`src/rtl/variables.sv`:
```
// Shared definitions for the integer back end.
//   cdb_bus        : common data bus broadcast record driven by int_exec_unit.
//   int_iq_entry_t : one reservation slot of int_issue_queue.
//   TAG_W, XLEN    : tag and datapath widths shared by every consumer of cdb_bus.
//   Opcode constants for the RV32I major opcodes.
package variables;

  localparam int TAG_W = 6;
  localparam int XLEN  = 32;

  localparam logic [6:0] R_TYPE = 7'b0110011;
  localparam logic [6:0] I_TYPE = 7'b0010011;
  localparam logic [6:0] B_TYPE = 7'b1100011;
  localparam logic [6:0] LUI    = 7'b0110111;
  localparam logic [6:0] AUIPC  = 7'b0010111;
  localparam logic [6:0] JAL    = 7'b1101111;
  localparam logic [6:0] JALR   = 7'b1100111;

  typedef struct packed {
    logic             cdb_valid;
    logic [TAG_W-1:0] cdb_tag;
    logic [XLEN-1:0]  cdb_data;
    logic             cdb_branch;
  } cdb_bus;

  typedef struct packed {
    logic             valid;
    logic [6:0]       opcode;
    logic [2:0]       funct3;
    logic [6:0]       funct7;
    logic             rdy1;
    logic [TAG_W-1:0] tag1;
    logic [XLEN-1:0]  val1;
    logic             rdy2;
    logic [TAG_W-1:0] tag2;
    logic [XLEN-1:0]  val2;
    logic [TAG_W-1:0] rd_tag;
  } int_iq_entry_t;

endpackage

```
`src/rtl/operand_capture.sv`:
```
// Combinational CDB snoop for a single source operand.
//   i_rdy/i_tag/i_val : current operand state (value valid when i_rdy=1).
//   i_cdb             : broadcast bus; only valid, tag and data matter.
//   o_rdy/o_val       : operand state after this cycle's broadcast.
module operand_capture
  import variables::*;
(
  input  logic             i_rdy,
  input  logic [TAG_W-1:0] i_tag,
  input  logic [XLEN-1:0]  i_val,
  input  cdb_bus           i_cdb,
  output logic             o_rdy,
  output logic [XLEN-1:0]  o_val
);

  logic w_hit;
  logic w_unused;

  // A branch resolution without cdb_valid carries no result to capture.
  assign w_unused = i_cdb.cdb_branch;

  assign w_hit = ~i_rdy & i_cdb.cdb_valid & (i_tag == i_cdb.cdb_tag);
  assign o_rdy = i_rdy | w_hit;
  assign o_val = w_hit ? i_cdb.cdb_data : i_val;

endmodule

```
`src/rtl/int_issue_queue.sv`:
```
// Integer reservation queue between dispatch/rename and int_exec_unit.
// Age-ordered shifting storage (slot 0 oldest); operands wake from the CDB;
// the oldest fully-ready entry issues combinationally, one per cycle.
//   clk, rst_n (async, active-low), flush (sync clear)
//   dispatch_valid/dispatch_ready + disp_* : micro-op and operand state in
//   cdb_in                                 : result broadcast snooped for wakeup
//   issue_stall                            : consumer cannot take an op
//   issue_int, Opcode..RD_Tag              : issued micro-op (zero when idle)
// TAG_W and XLEN must equal the package constants of the same name.
module int_issue_queue #(
  parameter int DEPTH = 4,
  parameter int TAG_W = variables::TAG_W,
  parameter int XLEN  = variables::XLEN
) (
  input  logic             clk,
  input  logic             rst_n,
  input  logic             flush,
  input  logic             dispatch_valid,
  output logic             dispatch_ready,
  input  logic [6:0]       disp_opcode,
  input  logic [2:0]       disp_funct3,
  input  logic [6:0]       disp_funct7,
  input  logic [XLEN-1:0]  disp_rs1_data,
  input  logic [TAG_W-1:0] disp_rs1_tag,
  input  logic             disp_rs1_rdy,
  input  logic [XLEN-1:0]  disp_rs2_data,
  input  logic [TAG_W-1:0] disp_rs2_tag,
  input  logic             disp_rs2_rdy,
  input  logic [TAG_W-1:0] disp_rd_tag,
  input  variables::cdb_bus cdb_in,
  input  logic             issue_stall,
  output logic             issue_int,
  output logic [6:0]       Opcode,
  output logic [2:0]       Funct3,
  output logic [6:0]       Funct7,
  output logic [XLEN-1:0]  RS1,
  output logic [XLEN-1:0]  RS2,
  output logic [TAG_W-1:0] RD_Tag
);
  import variables::int_iq_entry_t;

  localparam int CW = $clog2(DEPTH + 1);
  localparam int SW = (DEPTH > 1) ? $clog2(DEPTH) : 1;

  int_iq_entry_t   r_q [DEPTH];
  logic [CW-1:0]   r_count;

  int_iq_entry_t   w_woke [DEPTH];
  int_iq_entry_t   w_next [DEPTH];
  int_iq_entry_t   w_disp;
  logic            w_rdy1_n [DEPTH];
  logic            w_rdy2_n [DEPTH];
  logic [XLEN-1:0] w_val1_n [DEPTH];
  logic [XLEN-1:0] w_val2_n [DEPTH];
  logic            w_drdy1, w_drdy2;
  logic [XLEN-1:0] w_dval1, w_dval2;
  logic [DEPTH-1:0] w_rdy_vec;
  logic [SW-1:0]   w_sel;
  logic            w_any, w_do_disp;
  logic [CW-1:0]   w_disp_pos, w_count_next;

  assign dispatch_ready = (r_count < CW'(DEPTH));
  assign w_do_disp      = dispatch_valid & dispatch_ready;

  for (genvar g = 0; g < DEPTH; g++) begin : g_slot
    operand_capture u_cap1 (
      .i_rdy(r_q[g].rdy1), .i_tag(r_q[g].tag1), .i_val(r_q[g].val1), .i_cdb(cdb_in),
      .o_rdy(w_rdy1_n[g]), .o_val(w_val1_n[g])
    );
    operand_capture u_cap2 (
      .i_rdy(r_q[g].rdy2), .i_tag(r_q[g].tag2), .i_val(r_q[g].val2), .i_cdb(cdb_in),
      .o_rdy(w_rdy2_n[g]), .o_val(w_val2_n[g])
    );
    // Readiness uses registered operand state only: a wakeup issues next cycle.
    assign w_rdy_vec[g] = r_q[g].valid & r_q[g].rdy1 & r_q[g].rdy2;
  end

  // Dispatch operands snoop the same broadcast so a same-cycle producer is caught.
  operand_capture u_disp_cap1 (
    .i_rdy(disp_rs1_rdy), .i_tag(disp_rs1_tag), .i_val(disp_rs1_data), .i_cdb(cdb_in),
    .o_rdy(w_drdy1), .o_val(w_dval1)
  );
  operand_capture u_disp_cap2 (
    .i_rdy(disp_rs2_rdy), .i_tag(disp_rs2_tag), .i_val(disp_rs2_data), .i_cdb(cdb_in),
    .o_rdy(w_drdy2), .o_val(w_dval2)
  );

  // Oldest-first select: scan downward so the lowest ready index wins.
  always_comb begin
    w_any = 1'b0;
    w_sel = '0;
    for (int i = DEPTH - 1; i >= 0; i--) begin
      if (w_rdy_vec[i]) begin
        w_any = 1'b1;
        w_sel = SW'(i);
      end
    end
  end

  assign issue_int = w_any & ~issue_stall;

  always_comb begin
    Opcode = '0;
    Funct3 = '0;
    Funct7 = '0;
    RS1    = '0;
    RS2    = '0;
    RD_Tag = '0;
    if (issue_int) begin
      Opcode = r_q[w_sel].opcode;
      Funct3 = r_q[w_sel].funct3;
      Funct7 = r_q[w_sel].funct7;
      RS1    = r_q[w_sel].val1;
      RS2    = r_q[w_sel].val2;
      RD_Tag = r_q[w_sel].rd_tag;
    end
  end

  always_comb begin
    for (int i = 0; i < DEPTH; i++) begin
      w_woke[i]      = r_q[i];
      w_woke[i].rdy1 = w_rdy1_n[i];
      w_woke[i].val1 = w_val1_n[i];
      w_woke[i].rdy2 = w_rdy2_n[i];
      w_woke[i].val2 = w_val2_n[i];
    end
  end

  always_comb begin
    w_disp        = '0;
    w_disp.valid  = 1'b1;
    w_disp.opcode = disp_opcode;
    w_disp.funct3 = disp_funct3;
    w_disp.funct7 = disp_funct7;
    w_disp.rdy1   = w_drdy1;
    w_disp.tag1   = disp_rs1_tag;
    w_disp.val1   = w_dval1;
    w_disp.rdy2   = w_drdy2;
    w_disp.tag2   = disp_rs2_tag;
    w_disp.val2   = w_dval2;
    w_disp.rd_tag = disp_rd_tag;
  end

  // Next state: compact over the issued slot, append the dispatch at the new
  // tail, then let flush override validity.
  always_comb begin
    for (int i = 0; i < DEPTH; i++) w_next[i] = w_woke[i];
    if (issue_int) begin
      for (int i = 0; i < DEPTH - 1; i++) begin
        if (i >= int'(w_sel)) w_next[i] = w_woke[i + 1];
      end
      w_next[DEPTH-1].valid = 1'b0;
    end
    w_disp_pos = r_count - CW'(issue_int);
    if (w_do_disp) begin
      for (int i = 0; i < DEPTH; i++) begin
        if (CW'(i) == w_disp_pos) w_next[i] = w_disp;
      end
    end
    if (flush) begin
      for (int i = 0; i < DEPTH; i++) w_next[i].valid = 1'b0;
    end
    w_count_next = flush ? '0 : (r_count + CW'(w_do_disp) - CW'(issue_int));
  end

  // Only validity and occupancy are reset; payload is don't-care while invalid.
  always_ff @(posedge clk or negedge rst_n) begin
    if (!rst_n) begin
      r_count <= '0;
      for (int i = 0; i < DEPTH; i++) r_q[i].valid <= 1'b0;
    end else begin
      r_count <= w_count_next;
      r_q     <= w_next;
    end
  end

endmodule

```
`config.mk`:
```
export PLATFORM = sky130hd
export DESIGN_NAME = int_issue_queue
export DESIGN_NICKNAME = d
export VERILOG_FILES = /design/src/rtl/variables.sv /design/src/rtl/operand_capture.sv /design/src/rtl/int_issue_queue.sv
export SDC_FILE = /design/constraint.sdc
export NUM_CORES = 1
export LEC_CHECK = 0
export CAP_MARGIN = 20
export CORE_UTILIZATION = 40
export DETAILED_ROUTE_END_ITERATION = 8
export PLACE_DENSITY = 0.71
export SYNTH_ARGS = -nofsm -noshare
export SYNTH_HDL_FRONTEND = slang
export SYNTH_HIERARCHICAL = 1
export SYNTH_SLANG_ARGS = --single-unit
```
`constraint.sdc`:
```
create_clock -name clk -period 4.3 [get_ports clk]
set_input_delay 0.43 -clock clk [delete_from_list [all_inputs] [get_ports clk]]
set_output_delay 0.43 -clock clk [all_outputs]
set_load 0.1 [all_outputs]
```
# Word-level counts from Yosys, hierarchy flattened
# Index checks and enable logic that the tools add are counted.
# classes
n_addsub	3
mul	0
div_mod_pow	0
order_cmp	5
n_eq_ne	13
n_shift	0
muxes	41
bitwise_logic	52
n_reduce_logical	2
# op_table
cell	n
$mux W102	7
$mux W408	1
$mux W32	12
$mux W307	1
$bmux W102 S2	1
$mux W101	2
$eq A6 B6 Y1	10
$and A1 B1 Y1	30
$mux W7	2
$not A1 Y1	11
$or A1 B1 Y1	10
$mux W1	8
$mux W2	4
$eq A2 B3 Y1 const A	2
$mux W3	2
$mux W6	1
$sub A3 B1 Y3	2
$ge A1 B2 Y1 const A	2
$add A3 B1 Y3	1
$eq A1 B3 Y1 const A	1
$ge A3 B3 Y1 const B	1
$logic_not A3 Y1	1
$lt A3 B3 Y1 const B	1
$not A2 Y3	1
other kinds (2)	2
# totals
register_bits	411
latchBits	0
ram_bits	0
mem_bits_ro	0
input_bits	146
out_inout_bits	89
elab_cells	161
mem_count	0

# Longest topological paths before layout
# Gate-level depths: netlist of run 1.
# logic_depth
word_depth	12
ltp_mapped	14
mapped_depth_nobuf	11

# Modules after synthesis
# Netlist of run 1, hierarchy kept.
# modules_own_cells
mod	n_inst	cells_each	area_each_um2	seq_area_each_um2
int_issue_queue	1	2080	22122.5	12306.8
operand_capture	10	45	586.8	0.0

# Worst setup path before layout of run 1
# Ideal clock, no wire load.
# synth_timing
path_kind	register to register
startpoint	register r_q[350] in the netlist's numbering
endpoint	register r_q[0] in the netlist's numbering, enable pin
setup_ns	0.395
arrival_time_ns	3.878
t_required_ns	3.905
slack_ns	0.026
path_stages_with_launch	12
path_buffers	4
synth_period_minus_slack_ns	4.274
cell_sequence	edfxtp_1 and3_4 buf_4 o41ai_2 inv_1 buf_2 ha_1 ha_1 nor4_4 buf_2 buf_4 and2_1
# synth_via
elab_chain_len	6
# synth_lines
element	line_no	source
start, declared	int_issue_queue.sv:45	int_iq_entry_t r_q [DEPTH];
start signal, assigned	int_issue_queue.sv:173	r_q <= w_next;
$and A1 B1 Y1	int_issue_queue.sv:75	assign w_rdy_vec[g] = r_q[g].valid & r_q[g].rdy1 & r_q[g].rdy2;
$mux W1	int_issue_queue.sv:93	if (w_rdy_vec[i]) begin
$and A1 B1 Y1	int_issue_queue.sv:100	assign issue_int = w_any & ~issue_stall;
net issue_int	int_issue_queue.sv:32	output logic issue_int,
$sub A3 B1 Y3	int_issue_queue.sv:154	w_disp_pos = r_count - CW'(issue_int);
$eq A2 B3 Y1	int_issue_queue.sv:157	if (CW'(i) == w_disp_pos) w_next[i] = w_disp;
$reduce_and A3 Y1 (no line)	-	
# The timed path passes the listed nets, and every way through them passes these cells.
# A chain may end at the register's enable or synchronous reset.

# Worst setup path after layout of run 1
# layout_timing
startpoint	register r_q[350] in the netlist's numbering
endpoint	output RS2[26]
# layout_via
elab_chain_len	7
word_cells_on_any_way	9
cone_classes	mux: 6; bitwise: 3
# layout_lines
element	line_no	source
$and A1 B1 Y1 (*)	int_issue_queue.sv:75	
$mux W2	int_issue_queue.sv:93	
$not A2 Y3 (not written as such)	int_issue_queue.sv:114	RS2 = r_q[w_sel].val2;
$bmux W102 S2	int_issue_queue.sv:114	
$mux W101 (2 in a row)	-	
$mux W32 (*)	int_issue_queue.sv:109	if (issue_int) begin
end, declared	int_issue_queue.sv:37	output logic [XLEN-1:0] RS2,
# Every way passes the cells marked *; elsewhere a longest branch is shown, timed or not. The select of a mux whose other input is x is not followed.

==> impl_metrics.tcl, run 1 <==
set metrics [dict create \
    slew_violations 0 \
    cp-startpoint "r_q[350]" \
    comb_power_share 0.383 \
    instances_no_fill 3631 \
    synth_top_area_frac 0.433 \
    worstSetupEndpointType "output pin" \
    place_inst 3542 \
    hold_slack_ps 313 \
    drc 0 \
    ir_worst_vdd_mv 0.373 \
    min_period_ps 4050 \
    clockBufferDepth 3 \
    r2r-end "r_q[87]" \
    portBuffers 233 \
    clk-insertion-delay-late_ps 600 \
    synth.yosys.warnings 6 \
    crit_required_ps 3870 \
    drt_iter0_markers 2775 \
    finalSetupViolCount 0 \
    fillers 6032 \
    crit_chain "and3_4 -> buf_4 -> nor4_4 -> buf_4 -> a221o_1 -> buf_4" \
    yosys.area.top_type "edfxtp_1" \
    crit_end "RS2[26]" \
    final_nets 2813 \
    path_max_fanout 54 \
    synth_seq_cells 411 \
    hpwl_um 53300 \
    area.growth.synth_to_final_pct 19.3 \
    finClkSkew_ps 19.2 \
    hold_path.class "input port to register" \
    syn_inst 2530 \
    switchingPower_mw 6.23 \
    drive_gt1_frac 0.226 \
    clk_pin_slew_ps 60 \
    die_y_um 267 \
    crit_top_cell "buf_4" \
    io_pins 235 \
    rsz0062_at_grt "no" \
    p_leak_nw 13.3 \
    synth.area.top_cells "edfxtp_1 (43%), mux2_4 (16%), mux2i_1 (7.3%), a21oi_1 (7.1%), nand2_1 (3.9%)" \
    postRouteAntennaNets 0 \
    cts_buffers 48 \
    status "completed" \
    post-route-period-util 0.941 \
    coreArea_um2 68900 \
    viasPerCell 6.19 \
    setup-tns-final_ps 0 \
    grt_pass1_vias 22600 \
    die_w_um 267 \
    place_congestion 0.820 \
    ys_types 44 \
    ys_seq_area_frac 0.440 \
    grt_pass1_wl_um 140000 \
    vias 22500 \
    start_util 0.406 \
    routed_wl_um 94600 \
    worstSetupPathType "register to output pin" \
    cap_violations 0 \
    p_sw_frac 0.357 \
    ctsHoldBuffers 0 \
    p_clk_frac 0.234 \
    ff2ff_setup_slack_ps 680 \
    cts_tree "yes" \
    hold_violations 0 \
    path_depth 6 \
    seqPwrFrac 0.383 \
    grt_usage 0.258 \
    crit_path_top_delay_cell "buf_4" \
    final_core_util 0.484 \
    cts_root_buf "clkbuf_16" \
    drt-pass1-iter-count 7 \
    postSynthAreaPerCell_um2 11.1 \
    worst-slew-pin-transition_ps 1050 \
    internal_power_mw 11.2 \
    antenna_found_initial 6 \
    synth_nets 2682 \
    cts_resized 0 \
    numClockSinks 411 \
    timing.slew.headroom 0.303 \
    htree_levels 2 \
    start_kind "register" \
    r2r-start "r_q[287]" \
    p_per_area_nw_per_um2 523 \
    dieArea_um2 71000 \
    post_cts_buffers 0 \
    reg2regPathDepth 9 \
    critPathBufInv 3 \
    num_rows 96 \
    crit_family "buffers and inverters" \
    worst_path_largest_cell_delay_ps 690 \
    fmax_ghz 0.247 \
    arrival_ps 3620 \
    min_from "rst_n" \
    wl_per_cell_um 26.1 \
    grt_max_degree 130 \
    overflow 0 \
    syn_area_um2 28000 \
]
[cell families after synthesis]
group / after synthesis / synth area share
AND/OR/NAND/NOR: 646 / 0.101
AO/OA/AOI/OAI: 603 / 0.125
multiplexers: 589 / 0.267
flip-flops: 411 / 0.440
buffers and inverters: 213 / 0.0447
XOR/XNOR: 62 / 0.0194
adder cells (fa/ha/maj): 6 / 0.00295
[per-layer routing]
metal / part of all wire / wire length (um) / global-route usage
met1: 0.39 / 36800 / 0.331
met2: 0.48 / 45000 / 0.424
met3: 0.099 / 9400 / 0.0474
met4: 0.036 / 3410 / 0.109
met5: 0.00013 / 12 / 0
[how the worst min path moves through the flow]
stage | to | slack, ps | cells past startpoint
2_1_floorplan | r_count[0] | 130 | 0
3_3_place_gp | r_q[101] | 530 | 2
3_5_place_dp | r_q[101] | 560 | 2
4_1_cts | r_q[393] | 330 | 1
5_1_grt | r_q[393] | 340 | 1
6_report | r_q[393] | 310 | 1
[cells in the mapped netlist, drive strengths merged]
cell type and count:
and3 5, inv 8, nand3 79, nor3b 10
nand2b 11, clkbuf 90, or3 1, buf 115
nor3 13, mux2i 203, xor2 40, ha 5
dfrtp 7, fa 1, mux2 386, a22o 14
a31oi 1, nand4 24, xnor2 22, o21ai 102
edfxtp 404, nand2 291, and2 1, a21oi 396
a221o 73, nor2 206, nor4 2, o31ai 2
nor2b 3, o21a 14, o41ai 1
[per-stage QoR]
| stage | total power, mW | setup slack [ps] | instance area, um2 |
|---|---|---|---|
| 2_1_floorplan | 11.2 | 26.3 | 28000 |
| 3_3_place_gp | 12.9 | 774 | 31800 |
| 3_5_place_dp | 13.2 | 708 | 31800 |
| 4_1_cts | 17.3 | 330 | 33400 |
| 5_1_grt | 18.1 | 259 | 33400 |
| 6_report | 17.5 | 252 | 33400 |
[flip-flops by register name, summed over array words and instances, names as in the netlist]
name,count
r_q,408
r_count,3
[power groups by stage]
stage	combinational, mW	sequential [mW]	clock, mW
2_1_floorplan	4.68	6.52	0
3_3_place_gp	6.27	6.63	0
3_5_place_dp	6.51	6.73	0
4_1_cts	6.54	6.66	4.13
5_1_grt	7.10	6.80	4.25
6_report	6.68	6.69	4.08
[cell usage in the layout, fill, tap and decap left out, types with 3 or more instances in the layout]
cell type        instances
mux2i_1                203
xnor2_1                 22
clkdlybuf4s50_1        143
nand2_1                290
inv_1                    7
and3_4                   3
buf_4                   45
xor2_1                  40
nand3_1                 75
bufinv_16                4
nor3_1                  10
a21oi_1                395
buf_12                  97
nor3b_1                 10
mux2_4                 290
clkinv_2                 6
clkbuf_16               50
nor3_4                   3
mux2_2                  79
diode_2                  6
dfrtp_1                  7
o21a_1                  14
edfxtp_1               404
clkbuf_1                12
mux2_1                  17
nand2b_1                11
a221o_1                 73
ha_1                     5
nand4_1                 14
a22o_1                  14
nor2_1                 206
nand4_4                 10
o21ai_0                102
clkinv_1                 6
[cell type report]
class	count	area, um2	share of cell area
Multi-Input combinational cell	1906	14600	0.438
Sequential cell	411	12300	0.369
Timing Repair Buffer	286	3730	0.112
Clock buffer	64	1320	0.0397
Tap cell	931	1160	0.0349
Clock inverter	19	208	0.00622
Inverter	8	30.0	0.000899
Antenna cell	6	15.0	0.000450
Power figures use the tool's default switching activity.
==> run 2, diff against run 1 <==
Settings changed: CORE_ASPECT_RATIO from default to 0.8.
==> run 2 against run 1 <==
Compared with the run above: power shrank 0.41%; cell count is essentially flat; worst hold slack gained 44 ps; register-to-register slack gained 30 ps; largest power group is now combinational logic.
==> impl_metrics.tcl, run 2 (synthesis gave the netlist of run 1 again) <==
set metrics [dict create \
    cts_root_buf "clkbuf_16" \
    p_per_area_nw_per_um2 520 \
    reg.largest.list "r_q: 408 flops, r_count: 3 flops" \
    hold_violations 0 \
    fillers 6028 \
    largest-register "r_q" \
    final_nets 2822 \
    slew_violations 0 \
    io_pins 235 \
    drive_gt1_frac 0.227 \
    hpwl_um 53700 \
    final_core_util 0.484 \
    drt-pass1-iter-count 7 \
    viasPerCell 6.16 \
    place_congestion 0.828 \
    start_util 0.405 \
    fmax_ghz 0.247 \
    path_max_fanout 53 \
    clk-insertion-delay-late_ps 600 \
    hold_path.class "input port to register" \
    die_y_um 239 \
    layout_commonest_cell "edfxtp_1" \
    overflow 0 \
    dieArea_um2 71000 \
    grt_usage 0.256 \
    wl_per_cell_um 26.0 \
    arrival_ps 3610 \
    postRouteAntennaNets 0 \
    grt_max_degree 133 \
    area.growth.synth_to_final_pct 19.4 \
    cts_resized 0 \
    start_kind "register" \
    status "completed" \
    ctsHoldBuffers 1 \
    antenna_found_initial 3 \
    most-common-layout-cells "edfxtp_1 (404), a21oi_1 (395), nand2_1 (290), mux2_4 (290), nor2_1 (206)" \
    finalSetupViolCount 0 \
    worstSetupPathType "register to output pin" \
    coreArea_um2 69100 \
    rsz0062_at_grt "no" \
    grt_pass1_vias 22600 \
    cap_violations 0 \
    cts_tree "yes" \
    worstSetupEndpointType "output pin" \
    post-route-period-util 0.940 \
    largest_register_ffs 408 \
    post_cts_buffers 0 \
    portBuffers 233 \
    grt_pass1_wl_um 140000 \
    min_period_ps 4040 \
    numClockSinks 411 \
    die_w_um 298 \
    setup-tns-final_ps 0 \
    crit_required_ps 3870 \
    routed_wl_um 94300 \
    p_leak_nw 13.3 \
    clk_pin_slew_ps 60 \
    cts_buffers 47 \
    htree_levels 2 \
    clockBufferDepth 3 \
    drt_iter0_markers 3063 \
    num_rows 86 \
    drc 0 \
    timing.slew.headroom 0.349 \
    ir_worst_vdd_mv 0.494 \
    vias 22400 \
    worst-slew-pin-transition_ps 977 \
    finClkSkew_ps 18.8 \
]
-- run 2: cell count changes in the layout (fill, tap and decap cells not counted), sizes merged --
cell,before,now
clkbuf,64,63
buf,143,152
bufinv,4,3
clkinv,13,17
diode,6,3
inv,9,8
dlygate4sd3,0,1
-- run 2: layer usage --
metal  up-vias  share of wire  global-route usage
met5         -              0                   0
met2      1423           0.46               0.417
met1     11100           0.40               0.340
met4         0          0.031              0.0968
li1       9688              -                   -
met3       213           0.10              0.0433
-- run 2: final timing paths --
kind	startpoint	to	slack [ps]	cells past startpoint
setup / recovery	r_q[389]	RS2[28]	260	7
hold / removal	issue_stall	r_q[101]	360	5
setup reg to reg	r_q[185]	r_q[218]	710	9
hold reg to reg	r_q[101]	r_q[101]	580	2
max in group asynchronous	rst_n	r_count[0]	3150	2
min in group asynchronous	rst_n	r_q[203]	550	2
-- run 2: critical path: stages, from the launching register on --
cell and delay [ps]:
edfxtp_1 460, and3_4 240, buf_4 560, buf_4 810, nand2_1 140, a21oi_1 180, a221o_1 350, buf_12 220
-- run 2: cell type report --
type                       count  area [um2]  share of cell area
inverter                       8        30.0            0.000898
sequential                   411       12300               0.368
timing repair buffer         296        3870               0.116
antenna                        3        7.51            0.000225
multi-input combinational   1906       14600               0.437
clock buffer                  63        1280              0.0383
tap                          924        1160              0.0346
clock inverter                21         173             0.00517
-- run 2: per-stage QoR --
stage                     total power, mW  hold slack, ps  worst slack [ps]  std cells  cell area (um2)
after global routing                 18.1             352               187       3632            33400
after CTS                            17.3             301               293       3629            33400
after floorplan                      11.2             134              26.3       2530            28000
after detailed placement             13.3             553               738       3544            32000
after global placement               13.0             517               838       3544            32000
final                                17.4             357               258       3632            33400
-- run 2: report_power, final --
group	switching [mW]	internal, mW
Clock	1.70	2.25
Combinational	3.89	2.83
Sequential	0.674	6.03
Total	6.26	11.1
